### src/rtl/ws2812_seq_pkg.sv
// Shared types and helpers for the ws2812 frame sequencer.
// Latency: n/a (types, constants and a pure combinational scaling function).
// Backpressure: n/a.
//
// Contents: bus widths, the sequencer FSM state encoding, and the per-channel
// brightness scaling used when WS2812_SEQ_BRIGHTNESS_EN is defined.
package ws2812_seq_pkg;

  localparam int RGB_W     = 24;
  localparam int LED_NUM_W = 8;
  localparam int CH_W      = 8;

  typedef enum logic [2:0] {
    IDLE,
    LOAD,
    STROBE,
    GAP,
    FIN
  } seq_state_t;

  // (c * b) >> 8: full 16-bit product, keep the upper byte.
  function automatic logic [CH_W-1:0] scale_ch(input logic [CH_W-1:0] c,
                                               input logic [CH_W-1:0] b);
    logic [2*CH_W-1:0] prod;
    prod = {{CH_W{1'b0}}, c} * {{CH_W{1'b0}}, b};
    return prod[2*CH_W-1:CH_W];
  endfunction

  // Scale each of the G, R, B channels independently.
  function automatic logic [RGB_W-1:0] scale_rgb(input logic [RGB_W-1:0] grb,
                                                 input logic [CH_W-1:0]  b);
    return {scale_ch(grb[23:16], b), scale_ch(grb[15:8], b), scale_ch(grb[7:0], b)};
  endfunction

endpackage

### src/rtl/ws2812_frame_ram.sv
// Frame storage: one write port, one asynchronous read port with write-first bypass.
// Latency: write lands at the clock edge; read is combinational (0 cycles).
// Backpressure: none; a write is accepted every cycle.
//
// Ports:
//   clk       clock
//   i_we      write enable (already qualified against the frame length)
//   i_waddr   write row
//   i_wdata   write colour {G,R,B}
//   i_raddr   read row
//   o_rdata   read colour; equals i_wdata when writing the row being read
module ws2812_frame_ram
  import ws2812_seq_pkg::*;
#(
  parameter int IDX_W = 3
) (
  input  logic             clk,
  input  logic             i_we,
  input  logic [IDX_W-1:0] i_waddr,
  input  logic [RGB_W-1:0] i_wdata,
  input  logic [IDX_W-1:0] i_raddr,
  output logic [RGB_W-1:0] o_rdata
);

  // Depth is rounded up to a power of two so the index covers it exactly;
  // rows at or above the frame length are never written or read.
  localparam int DEPTH = 1 << IDX_W;

  // Deliberately no reset: frame contents survive a sequencer reset.
  logic [RGB_W-1:0] r_mem [DEPTH];

  always_ff @(posedge clk) begin
    if (i_we) begin
      r_mem[i_waddr] <= i_wdata;
    end
  end

  // Same-cycle write to the row being read supplies the new value.
  assign o_rdata = (i_we && (i_waddr == i_raddr)) ? i_wdata : r_mem[i_raddr];

endmodule

### src/rtl/ws2812_frame_sequencer.sv
// Streams a stored frame of GRB colours to the ws2812 driver on commit.
// Latency: first write strobe 2 cycles after commit, then one every WRITE_GAP cycles.
// Backpressure: none; commits while busy collapse into a single pending re-run.
//
// Ports:
//   clk, reset            clock; asynchronous active-high reset
//   host_we/addr/data     frame write port (out-of-range addresses ignored)
//   commit                request a full-frame transfer
//   brightness            global scale (only with WS2812_SEQ_BRIGHTNESS_EN)
//   busy, done            transfer in progress / one-cycle end-of-frame pulse
//   rgb_data, led_num     colour and index to the driver, held between strobes
//   write                 one-cycle strobe to the driver
// Optional feature macro: WS2812_SEQ_BRIGHTNESS_EN (per-entry brightness scaling).
module ws2812_frame_sequencer
  import ws2812_seq_pkg::*;
#(
  parameter int NUM_LEDS  = 8,
  parameter int WRITE_GAP = 16,
  parameter int ADDR_W    = 8
) (
  input  logic                 clk,
  input  logic                 reset,
  input  logic                 host_we,
  input  logic [ADDR_W-1:0]    host_addr,
  input  logic [RGB_W-1:0]     host_data,
  input  logic                 commit,
  input  logic [CH_W-1:0]      brightness,
  output logic                 busy,
  output logic                 done,
  output logic [RGB_W-1:0]     rgb_data,
  output logic [LED_NUM_W-1:0] led_num,
  output logic                 write
);

  localparam int IDX_W = (NUM_LEDS > 1) ? $clog2(NUM_LEDS) : 1;
  localparam int GAP_W = $clog2(WRITE_GAP + 1);

  localparam logic [ADDR_W-1:0] LAST_IDX  = ADDR_W'(NUM_LEDS - 1);
  localparam logic [ADDR_W:0]   NUM_EXT   = (ADDR_W + 1)'(NUM_LEDS);
  // GAP lasts WRITE_GAP-2 cycles; with STROBE and LOAD that spaces strobes WRITE_GAP apart.
  localparam logic [GAP_W-1:0]  GAP_INIT  = GAP_W'(WRITE_GAP - 2);
  localparam logic [GAP_W-1:0]  GAP_ONE   = GAP_W'(1);
  localparam logic [ADDR_W-1:0] IDX_ONE   = ADDR_W'(1);

  seq_state_t           r_state;
  seq_state_t           w_state_nxt;
  logic [ADDR_W-1:0]    r_index;
  logic [GAP_W-1:0]     r_gap_cnt;
  logic                 r_pending;
  logic [RGB_W-1:0]     r_rgb;
  logic [LED_NUM_W-1:0] r_led;

  logic                 w_we_ok;
  logic [RGB_W-1:0]     w_ram_rdata;
  logic [RGB_W-1:0]     w_load_rgb;

  assign w_we_ok = host_we && ({1'b0, host_addr} < NUM_EXT);

  ws2812_frame_ram #(
    .IDX_W (IDX_W)
  ) u_ram (
    .clk     (clk),
    .i_we    (w_we_ok),
    .i_waddr (host_addr[IDX_W-1:0]),
    .i_wdata (host_data),
    .i_raddr (r_index[IDX_W-1:0]),
    .o_rdata (w_ram_rdata)
  );

`ifdef WS2812_SEQ_BRIGHTNESS_EN
  // Brightness is picked up per entry, so a mid-frame change hits only later entries.
  assign w_load_rgb = scale_rgb(w_ram_rdata, brightness);
`else
  logic w_unused_brightness;
  assign w_unused_brightness = ^brightness;
  assign w_load_rgb          = w_ram_rdata;
`endif

  // State register
  always_ff @(posedge clk or posedge reset) begin
    if (reset) begin
      r_state <= IDLE;
    end else begin
      r_state <= w_state_nxt;
    end
  end

  // Next state and state-decoded outputs
  always_comb begin
    w_state_nxt = r_state;
    busy        = 1'b0;
    done        = 1'b0;
    write       = 1'b0;
    unique case (r_state)
      IDLE: begin
        if (commit) w_state_nxt = LOAD;
      end
      LOAD: begin
        busy        = 1'b1;
        w_state_nxt = STROBE;
      end
      STROBE: begin
        busy        = 1'b1;
        write       = 1'b1;
        w_state_nxt = GAP;
      end
      GAP: begin
        busy = 1'b1;
        if (r_gap_cnt <= GAP_ONE) begin
          w_state_nxt = (r_index == LAST_IDX) ? FIN : LOAD;
        end
      end
      FIN: begin
        // busy drops here so the done cycle reads as idle to the host.
        done        = 1'b1;
        w_state_nxt = (r_pending || commit) ? LOAD : IDLE;
      end
      default: w_state_nxt = IDLE;
    endcase
  end

  // Datapath: index, gap counter, pending flag, driver-facing registers
  always_ff @(posedge clk or posedge reset) begin
    if (reset) begin
      r_index   <= '0;
      r_gap_cnt <= '0;
      r_pending <= 1'b0;
      r_rgb     <= '0;
      r_led     <= '0;
    end else begin
      unique case (r_state)
        IDLE: begin
          r_index <= '0;
        end
        LOAD: begin
          r_rgb <= w_load_rgb;
          r_led <= LED_NUM_W'(r_index);
        end
        STROBE: begin
          r_gap_cnt <= GAP_INIT;
        end
        GAP: begin
          r_gap_cnt <= r_gap_cnt - GAP_ONE;
          if (w_state_nxt == LOAD) r_index <= r_index + IDX_ONE;
        end
        FIN: begin
          r_index <= '0;
        end
        default: r_index <= '0;
      endcase

      // Any number of commits during a transfer collapse into one re-run.
      if (r_state == FIN) begin
        r_pending <= 1'b0;
      end else if (commit && (r_state != IDLE)) begin
        r_pending <= 1'b1;
      end
    end
  end

  assign rgb_data = r_rgb;
  assign led_num  = r_led;

endmodule

### config.mk
export PLATFORM = sky130hd
export DESIGN_NAME = ws2812_frame_sequencer
export DESIGN_NICKNAME = d
export VERILOG_FILES = /design/src/rtl/ws2812_seq_pkg.sv /design/src/rtl/ws2812_frame_ram.sv /design/src/rtl/ws2812_frame_sequencer.sv
export SDC_FILE = /design/constraint.sdc
export NUM_CORES = 1
export LEC_CHECK = 0
export CORE_MARGIN = 1
export CORE_UTILIZATION = 30
export CTS_CLUSTER_SIZE = 12
export DETAILED_ROUTE_END_ITERATION = 7
export PLACE_DENSITY = 0.56
export SETUP_SLACK_MARGIN = 0.4
export SLEW_MARGIN = 20
export SYNTH_ARGS = -nofsm -noshare
export SYNTH_HDL_FRONTEND = slang
export SYNTH_SLANG_ARGS = --single-unit
### constraint.sdc
create_clock -name clk -period 4.2 [get_ports clk]
set_input_delay 0.84 -clock clk [delete_from_list [all_inputs] [get_ports clk]]
set_output_delay 0.84 -clock clk [all_outputs]
set_load 0.005 [all_outputs]
==> results.md, run 1 <==
* #FFs+latches synth at 241
* Pin count of the biggest net entering global routing at 59
* CP top delay family: buffers and inverters
* Post-synth EDFFs at 192
* Psw at 0.969 mW
* First-pass GRT wire length at 34600 um
* Tmin final at ~3.0 ns
* Die X at between 150 and 200 um
* WS Path Type: flop to output port
* Ys flop type: edfxtp_1
* Relative slew slack at 0.366
* Worst EP arrival at 2.20 ns
* Wirelength per Cell at a little over 20 um
* DRC at 0
* Crit path launch type: flop
* Mapped cell area at 0.00998 sq mm
* Share of layout cells above drive strength 1 at 0.205
* Fmax achieved at ~330 MHz
* Drt total wl at 22700 um
* Commonest non-fill, non-tap cell in the layout: edfxtp_1
* CP most frequent cell: nor2_1
* Critical path peak fanout at 11
* HP Class: flop to flop
* Fin Clk Skew at 0.0191 ns
* Async S/R FF share, synth at 0.203
* CP max-delay cell: clkdlybuf4s50_1
* Antenna-violating nets left at 0
* Overflow after GRT at 0
* Status: completed
* CTS root buf: clkbuf_16
* Area occupied by multi-input gates at 0.00280 sq mm
* Worst slew pin tran at 0.951 ns
* Power share of the clock group at 0.480
* R2r startpoint: r_index[1]
* CP Capture Type: output port
* Vias per cell at 5.01
* P&R area growth vs syn at 22.4%
* Hold-fix buffers at CTS at 0
* WP data required at 3.36 ns
* Hold Path Sink: rgb_data[23]
* Worst r2r dst: rgb_data[5]
* CTS buffer count at 27
* Via count at 5561
* RSZ-0062 raised after global routing: false
* Min-delay src: rgb_data[23]
* Routability-driven placement congestion ratio at approximately 0.81
* CORE AREA at 0.0326 sq mm
* Reg2reg setup slack at about 1.7 ns
* Worst Reg-to-Reg Cells at 5
* Final layout net count at between 600 and 700
* Starting Density at 0.306
* Max clock buf depth at 3
* Mean Syn Cell Area at about 18 sq um
* Int Power at 4.20 mW
* Leakage at 4.17 nW
* CP peak stage delay at 0.60 ns
* Yosys warning total at 0
* Pwr Density at 423 mW/mm^2
* Clock transition at path regs at about 0.060 ns
* Syn nets at 605
* Combinational share of power at 0.020
* Share of the clock period used by the worst path at 0.725
* DRT Pass-1 Iters at 5
* PostCTS Resize Cnt at 0
* Final design utilization at 0.375
* Placed Area at 0.0113 sq mm
* TritonCTS clock tree: done
* Final setup fails at 0
* Die area at 0.0340 sq mm
* Num rows at 66
* Die Ht at 184 um
* Commonest cells after routing, fill and taps aside: edfxtp_1 (192), clkdlybuf4s50_1 (70), dfrtp_1 (47)
* FF+latch area at 0.00699 sq mm
* Sw frac at 0.187
* Yosys cell types at between 40 and 50
* Initial antenna violation count at 0
* Vias in the first global route at 5807
* Peak supply drop at roughly 0.29 mV
* Clock Sinks at 241
* Final Instance Area at 0.0122 sq mm
* Final hold violation count at 0
* CP Cell Sequence: nor2_1, nor2_1, clkdlybuf4s50_1
* Max-slew violation count at 0
* Hold-critical path depth at 2
* Sequential share of power at 0.500
* Max Cap Viol at 0
* Fillers at 2984
* Initial DRC count at 333
* Placed wire-length estimate at 13600 um
* Final TNS setup at 0 ns
* Sequential cell area fraction in the yosys report at 0.700
* Number of port buffers at 70
* Mapped Cells at 558
* Total I/O pin count at 79
* Setup crit start: r_state[0]
* Diode count at 0
* Clk_lat worst skew at 0.54 ns
* Post-CTS setup buffer count at 0
* Htree depth at 1
* CP bufs+invs at 1
* GRT Util Overall at 0.136
final cells by class:
| type | instances | area share |
|---|---|---|
| Inverter | 6 | 0.00184 |
| Multi-Input combinational cell | 275 | 0.229 |
| Sequential cell | 241 | 0.572 |
| Tap cell | 442 | 0.0453 |
| Clock inverter | 13 | 0.0176 |
| Timing Repair Buffer | 96 | 0.0743 |
| Clock buffer | 36 | 0.0597 |
stage by stage:
step / total power [mW] / instances / hold WS, ns / worst slack (ns)
2_1_floorplan: 2.66 / 558 / 0.451 / 0.514
3_3_place_gp: 2.73 / 1060 / 0.464 / 0.922
3_5_place_dp: 2.74 / 1060 / 0.473 / 0.832
4_1_cts: 5.23 / 1109 / 0.486 / 1.14
5_1_grt: 5.34 / 1109 / 0.512 / 1.02
6_report: 5.17 / 1109 / 0.480 / 1.16
registers in the layout (all words and copies together) (netlist names):
signal / flops
r_gap_cnt: 5
u_ram.r_mem: 192
led_num: 8
rgb_data: 24
r_index: 8
r_pending: 1
r_state: 3
cell usage after synthesis (all sizes together) (2+ instances only):
cell type / instances / share of area
edfxtp: 192 / 0.58
dfrtp: 49 / 0.12
mux4: 48 / 0.12
nand2: 35 / 0.013
mux2: 30 / 0.034
nor3: 29 / 0.015
a21oi: 27 / 0.020
o31ai: 24 / 0.018
buf: 20 / 0.014
clkbuf: 16 / 0.0061
nor2: 12 / 0.0045
nand3: 9 / 0.0045
o21ai: 8 / 0.0040
o211ai: 7 / 0.0053
inv: 6 / 0.0023
nand2b: 6 / 0.0038
and3: 4 / 0.0025
o311ai: 4 / 0.0035
ha: 3 / 0.0038
nand3b: 3 / 0.0023
or3: 3 / 0.0019
xnor2: 3 / 0.0026
and2: 2 / 0.0013
and3b: 2 / 0.0018
mux2i: 2 / 0.0020
nand4: 2 / 0.0013
nor4: 2 / 0.0028
how the worst max path moves through the flow:
stage                               endpoint  slack [ns]  cells after the start
after floorplan            u_ram.r_mem[0][0]        0.51                      5
after global placement    u_ram.r_mem[5][11]        0.92                      7
after detailed placement  u_ram.r_mem[5][11]        0.83                      7
after CTS                               busy        1.14                      3
after global routing                    busy        1.02                      3
final                                   busy        1.16                      3
cell families (layout without fill, tap and decap cells):
logic type	Yosys count	count (layout)	synth area share
buffers and inverters	42	151	0.0228
AOI/OAI and AO/OA	77	77	0.0568
adders and majority gates	3	3	0.00376
DFF	241	241	0.700
and+or+nand+nor	112	112	0.0561
muxes	80	80	0.158
xor gates and xnor gates	3	3	0.00263
power by group through the flow:
| stage | registers (mW) | clock network, mW | logic [mW] |
|---|---|---|---|
| 3_5_place_dp | 2.64 | 0 | 0.103 |
| 2_1_floorplan | 2.64 | 0 | 0.0234 |
| 6_report | 2.59 | 2.49 | 0.102 |
| 4_1_cts | 2.59 | 2.54 | 0.104 |
| 3_3_place_gp | 2.63 | 0 | 0.0982 |
| 5_1_grt | 2.59 | 2.64 | 0.111 |
tightest hold or removal path: stages (launching register included):
cell and delay, ns:
dfrtp_1 0.34, nand2_1 0.05, o31ai_1 0.05
per-layer routing:
layer	part of all wire	vias up	wire length (um)	global-route usage
li1	-	2457	-	-
met1	0.42	2898	9500	0.169
met2	0.51	169	11700	0.243
met3	0.044	37	994	0.0198
met4	0.022	0	508	0.0420
met5	0	-	0	0
Note: power is estimated with default switching activity, not from simulation.
==> run 2: changes to the inputs <==
==> constraint.sdc (replaced) <==
create_clock -name clk -period 3.1 [get_ports clk]
set_input_delay 0.62 -clock clk [delete_from_list [all_inputs] [get_ports clk]]
set_output_delay 0.62 -clock clk [all_outputs]
set_load 0.005 [all_outputs]
==> results.md, run 2 (synthesis gave the netlist of run 1 again) <==
* Number of port buffers at 70 (unchanged)
* Final TNS setup at 0 ns (unchanged)
* Tmin final at 2.60 ns
* Clock transition at path regs at 0.06 ns (about the same)
* Relative slew slack at 0.510 (+0.144)
* Final hold violation count at 0 (unchanged)
* Share of the clock period used by the worst path at 0.840
* Critical path peak fanout at 9 (-2)
* Biggest register: u_ram.r_mem
* Top Usage Layer GRT: met2
* Placed wire-length estimate at 12900 um (-5.7%)
* Pin count of the biggest net entering global routing at 50 (-15%)
* Die area at 0.0340 sq mm (unchanged)
* First-pass GRT wire length at 33600 um (-2.9%)
* Clk_lat worst skew at 0.55 ns (about the same)
* Final Instance Area at 0.0122 sq mm (-0.39%)
* Hold-fix buffers at CTS at 0 (unchanged)
* Drt total wl at 21900 um (-3.4%)
* CTS buffer count at 26 (-3.7%)
* Met1 GRT Util at 0.180 (+0.0104)
* Routability-driven placement congestion ratio at 0.740 (-8.4%)
* Final setup fails at 0 (unchanged)
* Crit path launch type: flop
* Min Hold Slack at 0.480 ns (-0.000129 ns)
* DRT Pass-1 Iters at 5 (unchanged)
* Diode count at 0 (unchanged)
* WS Path Type: flop to output port
* Share of layout cells above drive strength 1 at 0.198 (-0.00721)
* Vias per cell at 4.91 (-2.1%)
* Antenna-violating nets left at 0 (unchanged)
* Max reg flops at 192 (unchanged)
* GRT Util Overall at 0.132 (-0.00426)
* P&R area growth vs syn at 21.9%
* Hold-critical path depth at 2 (unchanged)
* Placed Area at 0.0114 sq mm (+0.72%)
* Min setup slack post-route at 0.495 ns (-0.661 ns)
* Wirelength per Cell at 19.9 um (-2.9%)
* Via count at 5413 (-2.7%)
* HP Class: flop to flop
* Peak supply drop at 0.350 mV (+23%)
* Worst EP arrival at 1.98 ns (-0.22 ns)
* Post-CTS setup buffer count at 0 (unchanged)
* Fin Clk Skew at 0.0262 ns (+0.00718 ns)
* DRC at 0 (unchanged)
* CTS root buf: clkbuf_16
* Max-slew violation count at 0 (unchanged)
* Status: completed
* RSZ-0062 raised after global routing: false
* Fmax achieved at 384 MHz
* Worst Reg-to-Reg Cells at 5 (unchanged)
* Starting Density at 0.306 (unchanged)
* Htree depth at 1 (unchanged)
* Worst slew pin tran at 0.736 ns (-0.215 ns)
* WP data required at 2.48 ns (-0.88 ns)
* Vias in the first global route at 5584 (-3.8%)
* Post-place setup slack at 0.409 ns (-0.423 ns)
* Clock Sinks at 241 (unchanged)
* Final layout net count at 688 (-0.86%)
* Commonest cells after routing, fill and taps aside: edfxtp_1 (192), clkdlybuf4s50_1 (70), dfrtp_1 (46)
* Max clock buf depth at 3 (unchanged)
* Final design utilization at 0.373 (-0.00146)
* Die Ht at 184 um (unchanged)
* Commonest non-fill, non-tap cell in the layout: edfxtp_1
* Max Cap Viol at 0 (unchanged)
* Total I/O pin count at 79 (unchanged)
* CP Capture Type: output port
* Leakage at 4.10 nW (-1.8%)
* Num rows at 66 (unchanged)
* Cells after DPL at 1055 (-0.47%)
* Overflow after GRT at 0 (unchanged)
* Total power at 6.53 mW (+26%)
* CORE AREA at 0.0326 sq mm (unchanged)
* TritonCTS clock tree: done
* Non-Filler Instances at 1103 (-0.54%)
* Die X at 184 um (unchanged)
* GRT met2 Usage at 0.221 (-0.0217)
* Pwr Density at 536 mW/mm^2 (+27%)
* Initial antenna violation count at 0 (unchanged)
* Initial DRC count at 257 (-23%)
* Met3 usage at 0.0194 (-0.000395)
[run 2: cell types whose count changed in the layout (fill, tap and decap cells not counted), sizes merged]
cell and change:
buf -5, inv -1, bufinv -6, clkinvlp +1
clkbuf +5
[run 2: path summary, 6_finish.rpt]
| kind | startpoint | endpoint | slack (ns) |
|---|---|---|---|
| worst max register to register | r_index[1] | rgb_data[5] | 0.94 |
| max in group asynchronous | reset | r_index[2] | 1.95 |
| worst max-delay path | r_state[1] | busy | 0.50 |
| worst min register to register | rgb_data[14] | rgb_data[14] | 0.48 |
| min in group asynchronous | reset | rgb_data[1] | 0.64 |
| worst min-delay path | rgb_data[14] | rgb_data[14] | 0.48 |
[run 2: cell type report]
type                       count  area (sq um)
multi-input combinational    275          2810
tap                          442           553
timing repair buffer          91           983
sequential                   241          7000
fill                        2990         20400
inverter                       6          22.5
clock buffer                  41           747
clock inverter                 7          65.1
[run 2: critical path: stages (launching register included)]
cell and delay, ns:
dfrtp_1 0.48, nor2_1 0.14, nor2_2 0.27, clkdlybuf4s50_1 0.57
[run 2: power by group]
part	switching, mW	total [mW]	internal, mW
combinational	0.0839	0.137	0.0532
sequential	0.00179	3.50	3.50
clock	1.23	2.89	1.66
total	1.31	6.53	5.22
[run 2: what timing repair did]
action,4_1_cts,5_1_grt
endpoints found under the hold margin,0,0
gates resized for setup,1,1
pin swaps,0,0
setup endpoints to repair,1,1
[run 2: routing by layer]
| metal | wire length [um] | part of all wire | vias up |
|---|---|---|---|
| met2 | 10800 | 0.49 | 123 |
| met4 | 413 | 0.019 | 0 |
| met5 | 0 | 0 | - |
| li1 | - | - | 2437 |
| met3 | 889 | 0.041 | 33 |
| met1 | 9780 | 0.45 | 2820 |
